[src/rtl/regfile_wb_arbiter.sv]
// regfile_wb_arbiter: sole driver of the register file write port.
// After reset it sweeps all registers with their power-on values, then arbitrates
// the write port between ALU and load write-back using round-robin and valid/ready.
// Writes to $0, $26 and $27 are accepted but dropped (Dropped pulses instead of RegWrite).
// Ports:
//   Clk, Rst_n              clock, async active-low reset
//   Reinit                  restart the init sweep (ignored during the sweep)
//   AluValid/Ready/Addr/Data  ALU write-back request (Ready is combinational)
//   MemValid/Ready/Addr/Data  load write-back request (Ready is combinational)
//   RegWrite/WAddr/WData    registered register file write port
//   InitDone                high while arbitrating
//   Dropped                 one-cycle pulse for an accepted protected-register write
module regfile_wb_arbiter #(
    parameter int unsigned DATA_WIDTH = 32,
    parameter int unsigned ADDR_WIDTH = 5,
    parameter int unsigned INIT_BIAS  = 100,
    parameter int unsigned STACK_TOP  = 1020
) (
    input  logic                  Clk,
    input  logic                  Rst_n,
    input  logic                  Reinit,
    input  logic                  AluValid,
    output logic                  AluReady,
    input  logic [ADDR_WIDTH-1:0] AluAddr,
    input  logic [DATA_WIDTH-1:0] AluData,
    input  logic                  MemValid,
    output logic                  MemReady,
    input  logic [ADDR_WIDTH-1:0] MemAddr,
    input  logic [DATA_WIDTH-1:0] MemData,
    output logic                  RegWrite,
    output logic [ADDR_WIDTH-1:0] WAddr,
    output logic [DATA_WIDTH-1:0] WData,
    output logic                  InitDone,
    output logic                  Dropped
);

    typedef enum logic {ST_INIT = 1'b0, ST_ARB = 1'b1} state_e;
    typedef enum logic {PRIO_ALU = 1'b0, PRIO_MEM = 1'b1} prio_e;

    state_e                  state_q, state_d;
    prio_e                   prio_q, prio_d;
    logic [ADDR_WIDTH-1:0]   idx_q, idx_d;
    logic                    regwrite_d, dropped_d, initdone_d;
    logic [ADDR_WIDTH-1:0]   waddr_d;
    logic [DATA_WIDTH-1:0]   wdata_d;
    logic                    alu_acc, mem_acc;
    logic [ADDR_WIDTH-1:0]   win_addr;
    logic [DATA_WIDTH-1:0]   win_data;

    // Registers that must never be written: $0, $26, $27.
    function automatic logic is_protected(input logic [ADDR_WIDTH-1:0] a);
        return (a == ADDR_WIDTH'(0)) || (a == ADDR_WIDTH'(26)) || (a == ADDR_WIDTH'(27));
    endfunction

    // Power-on value of register a.
    function automatic logic [DATA_WIDTH-1:0] init_value(input logic [ADDR_WIDTH-1:0] a);
        logic [DATA_WIDTH-1:0] v;
        v = '0;
        if (a >= ADDR_WIDTH'(2) && a <= ADDR_WIDTH'(25))
            v = DATA_WIDTH'(a) + DATA_WIDTH'(INIT_BIAS);
        else if (a == ADDR_WIDTH'(29))
            v = DATA_WIDTH'(STACK_TOP);
        return v;
    endfunction

    // Ready never looks at the requester's own Valid; only the competitor's Valid and prio.
    always_comb begin
        AluReady = (state_q == ST_ARB) && !Reinit && (!MemValid || prio_q == PRIO_ALU);
        MemReady = (state_q == ST_ARB) && !Reinit && (!AluValid || prio_q == PRIO_MEM);
        alu_acc  = AluValid && AluReady;
        mem_acc  = MemValid && MemReady;
        win_addr = alu_acc ? AluAddr : MemAddr;
        win_data = alu_acc ? AluData : MemData;
    end

    // Next-state and next-output logic.
    always_comb begin
        state_d    = state_q;
        prio_d     = prio_q;
        idx_d      = idx_q;
        regwrite_d = 1'b0;
        dropped_d  = 1'b0;
        initdone_d = InitDone;
        waddr_d    = WAddr;
        wdata_d    = WData;
        case (state_q)
            ST_INIT: begin
                waddr_d    = idx_q;
                wdata_d    = init_value(idx_q);
                regwrite_d = !is_protected(idx_q);
                idx_d      = idx_q + ADDR_WIDTH'(1);
                if (idx_q == '1) begin
                    state_d    = ST_ARB;
                    initdone_d = 1'b1;
                end
            end
            ST_ARB: begin
                if (Reinit) begin
                    state_d    = ST_INIT;
                    idx_d      = '0;
                    initdone_d = 1'b0;
                end else if (alu_acc || mem_acc) begin
                    waddr_d    = win_addr;
                    wdata_d    = win_data;
                    regwrite_d = !is_protected(win_addr);
                    dropped_d  = is_protected(win_addr);
                    // Round-robin only advances when there was real contention.
                    if (AluValid && MemValid)
                        prio_d = (prio_q == PRIO_ALU) ? PRIO_MEM : PRIO_ALU;
                end
            end
            default: state_d = ST_INIT;
        endcase
    end

    // State and output registers.
    always_ff @(posedge Clk or negedge Rst_n) begin
        if (!Rst_n) begin
            state_q  <= ST_INIT;
            prio_q   <= PRIO_ALU;
            idx_q    <= '0;
            RegWrite <= 1'b0;
            WAddr    <= '0;
            WData    <= '0;
            InitDone <= 1'b0;
            Dropped  <= 1'b0;
        end else begin
            state_q  <= state_d;
            prio_q   <= prio_d;
            idx_q    <= idx_d;
            RegWrite <= regwrite_d;
            WAddr    <= waddr_d;
            WData    <= wdata_d;
            InitDone <= initdone_d;
            Dropped  <= dropped_d;
        end
    end

endmodule

[config.mk]
export PLATFORM = sky130hd
export DESIGN_NAME = regfile_wb_arbiter
export DESIGN_NICKNAME = d
export VERILOG_FILES = /design/src/rtl/regfile_wb_arbiter.sv
export SDC_FILE = /design/constraint.sdc
export NUM_CORES = 1
export LEC_CHECK = 0
export ABC_CLOCK_PERIOD_IN_PS = 2450
export BUFFER_PORTS_ARGS = -buffer_cell sky130_fd_sc_hd__buf_2
export CORE_MARGIN = 3
export CORE_UTILIZATION = 47
export CTS_CLUSTER_DIAMETER = 50
export DETAILED_ROUTE_END_ITERATION = 6
export PLACE_DENSITY = 0.78
export SLEW_MARGIN = 5
export SYNTH_ARGS = -nofsm -noshare
export SYNTH_HDL_FRONTEND = slang
export SYNTH_SLANG_ARGS = --single-unit
[constraint.sdc]
create_clock -name Clk -period 2.45 [get_ports Clk]
set_clock_uncertainty 0.15 [all_clocks]
set_input_delay 0.245 -clock Clk [delete_from_list [all_inputs] [get_ports Clk]]
set_output_delay 0.245 -clock Clk [all_outputs]
set_load 0.01 [all_outputs]
==> run metrics <==
worst path required time approximately 2.5 ns; Comb pwr share 0.391; Slew headroom 0.5954; worst min-delay path category input port to flop; first-pass GRT wire length 10350 um; die height 79.93 um; Seq/Total Area, Yosys 0.4579; hold depth 2; I/O Buffers 120; share of flip-flops with an asynchronous set or reset 1.000; post-route ant nets 0; DR WL met3 between 500 and 600 um; die area approximately 6400 sq um; CTS tree yes; Layout fillers 457; cell depth of the worst setup path 7; endpoints failing hold 0; vias in the first global route around 2200; H-tree depth 2; CP startpoint kind flop; largest net degree at the start of global routing 39; slowest cell on the critical path dfrtp_1; # DRC 0; Final Hold Slack 0.06955 ns; core area 5205 sq um; Period minus WS final roughly 2.2 ns; Post-Route M1 WL approximately 2800 um; P&R area growth vs syn 31.13%; Clock Sinks 47; TNS Setup 0 ns; post-DR vias/cell 5.196; power per cell area 805.6 nW/um^2; Flop pwr share 0.430; Nets roughly 470; Post-Synthesis Cells roughly 260; Rows 26; Main synth FF type dfrtp_1; Post-DP Area 3262 sq um; routed wire length per instance between 10 and 15 um; MaxCap Viol Count 0; CP bufs+invs 1; initial antenna violation count 0; share of layout cells above drive strength 1 0.3802; Clock Tree Root clkbuf_8; Worst-Margin Slew 0.6069 ns; highest clock rate 0.4534 GHz; GP Congestion 0.8227; hold path endpoint idx_q[1]; first-pass iteration count of the detailed router 4; Synth Area per Inst 9.730 sq um; CP arrival between 2 and 2.5 ns; Die X 79.93 um; YS warnings 0; GR Util All Layers 0.2066; top routing layer used met4; maximum vdd drop a little under 500 uV; Vias between 2000 and 2500; sw frac 0.3777; worst r2r dst WData[2]; max-slew violations 0; CP Class flop to flop; RSZ-0062 raised after global routing false; Reg clk slew, reported paths 0.09 ns; pre-CTS setup slack 0.2739 ns; largest delay contributor family on the critical path simple AND/OR/NAND/NOR gates; #FFs+latches synth between 40 and 50; Clock Latency Late Sink about 0.29 ns; met2 wire length slightly above 3000 um; worst setup margin 0.2447 ns; 1st-iter DRT viols 107; Internal 1689 uW; status finished, final reports clean; Mapped Area 2569 sq um; I/O pin cnt 121; r2r setup slk 0.24 ns; critical path, cell by cell inv_1 > ha_1 > nand2_1 > a32oi_4 > or3_4 > a21boi_1 > a31oi_1; crit end category flop; crit path max fanout 8; launching point of the worst reg2reg path idx_q[2]; leakage ~0.0019 uW; post-route clock period utilization 0.9001; HPWL Detailed 4967 um; worst r2r path cells 7; postcts setup bufs 0; total power 2713 uW; hold_sp Reinit; fin area 3368 sq um; Post-synth EDFFs 0; starting density of the core 0.4935; # diodes 0; post-synthesis cell type count 35; Net Sw Power approximately 1000 uW; clk buf depth 2; clock group share of total power 0.180; Crit path largest cell delay 0.52 ns; global route total overflow 0; final setup fails 0; CTS Buf Count 5; Setup crit start idx_q[2]; Syn Nets 352; Total Wirelength 6461 um
==> through the flow <==
step                      cells    util
after CTS                   454  0.6471
after global placement      445  0.6267
after floorplan             264       -
after detailed placement    445  0.6267
after global routing        454  0.6471
final                       454  0.6471
==> worst register-to-register path, cell delays in order, from the launching register on <==
cell      delay [ns]
dfrtp_1         0.52
inv_1           0.16
ha_1            0.24
nand2_1         0.13
a32oi_4         0.16
or3_4           0.41
a21boi_1        0.16
a31oi_1         0.19
==> synthesized netlist by cell type (all sizes together), types with 2 or more instances <==
library cell,number,area (sq um)
a21oi,13,65.06
a31oi,5,31.28
and2,4,26.28
buf,5,23.77
clkbuf,11,41.29
dfrtp,47,1176
ha,9,112.6
inv,9,33.78
mux2,5,56.30
mux2i,32,320.3
nand2,39,146.4
nand3,8,40.04
nand3b,3,22.52
nor2,12,45.04
nor2b,3,18.77
o211ai,4,30.03
o21ai,31,155.1
o21bai,3,22.52
o221ai,4,35.03
o22ai,3,18.77
or3,2,22.52
or4,2,15.01
==> area by class of cell <==
| class | instances | area, sq um | share of cell area |
|---|---|---|---|
| multi-input cells | 192 | 1299 | 0.3856 |
| flip-flops and latches | 47 | 1176 | 0.3492 |
| repair buffers | 128 | 675.6 | 0.2006 |
| well taps | 70 | 87.58 | 0.02600 |
| clock buffers | 6 | 82.58 | 0.02452 |
| inverters | 9 | 33.78 | 0.01003 |
| clock inverters | 2 | 13.76 | 0.004086 |
==> logic make-up (layout without fill, tap and decap cells) <==
logic type,count (synthesis),in the layout,share of synthesized area
AND/OR/NAND/NOR,76,76,0.1442
AO/OA/AOI/OAI,69,69,0.1656
flip-flops,47,47,0.4579
multiplexers,37,37,0.1466
buffers and inverters,25,145,0.03848
adder cells (fa/ha/maj),9,9,0.04384
XOR/XNOR,1,1,0.003410
==> metal layers <==
layer | GRT usage | vias up
met5 | 0 | -
met4 | 0.04561 | 0
met3 | 0.03725 | 4
met2 | 0.3411 | 105
met1 | 0.2829 | 1083
li1 | - | 1167
==> cells in the final DEF, fill, tap and decap left out, types with 5 or more instances in the layout <==
| cell | instances |
|---|---|
| clkbuf_8 | 6 |
| nor2_1 | 12 |
| mux2_2 | 5 |
| buf_2 | 120 |
| buf_4 | 6 |
| mux2i_1 | 32 |
| a21oi_1 | 13 |
| ha_1 | 9 |
| o21ai_0 | 29 |
| inv_1 | 9 |
| dfrtp_1 | 47 |
| a31oi_1 | 5 |
| nand3_1 | 7 |
| nand2_1 | 39 |
==> registers in the layout, summed over array words and instances (netlist names) <==
signal	flops
prio_q	1
WData	32
RegWrite	1
idx_q	5
Dropped	1
InitDone	1
state_q	1
WAddr	5
==> worst max path at each step <==
stage | to | slack [ns]
2_1_floorplan | WData[2] | 0.49
3_3_place_gp | WData[2] | 0.40
3_5_place_dp | WData[2] | 0.27
4_1_cts | WData[2] | 0.25
5_1_grt | WData[2] | 0.13
6_report | WData[2] | 0.24
==> repair_timing <==
item | 4_1_cts | 5_1_grt
hold endpoints to repair | 24 | 0
hold buffers | 1 | 0
endpoints found under the setup margin | 0 | 0
resized for setup | 0 | 0
==> power groups by stage <==
stage                     Sequential [uW]  Combinational [uW]  Clock, uW
after floorplan                      1210                 608          0
after global placement               1170                1030          0
after detailed placement             1180                1060          0
after CTS                            1160                1070        503
after global routing                 1200                1180        548
final                                1170                1060        487
No activity file was read; power rests on OpenSTA's default activity.
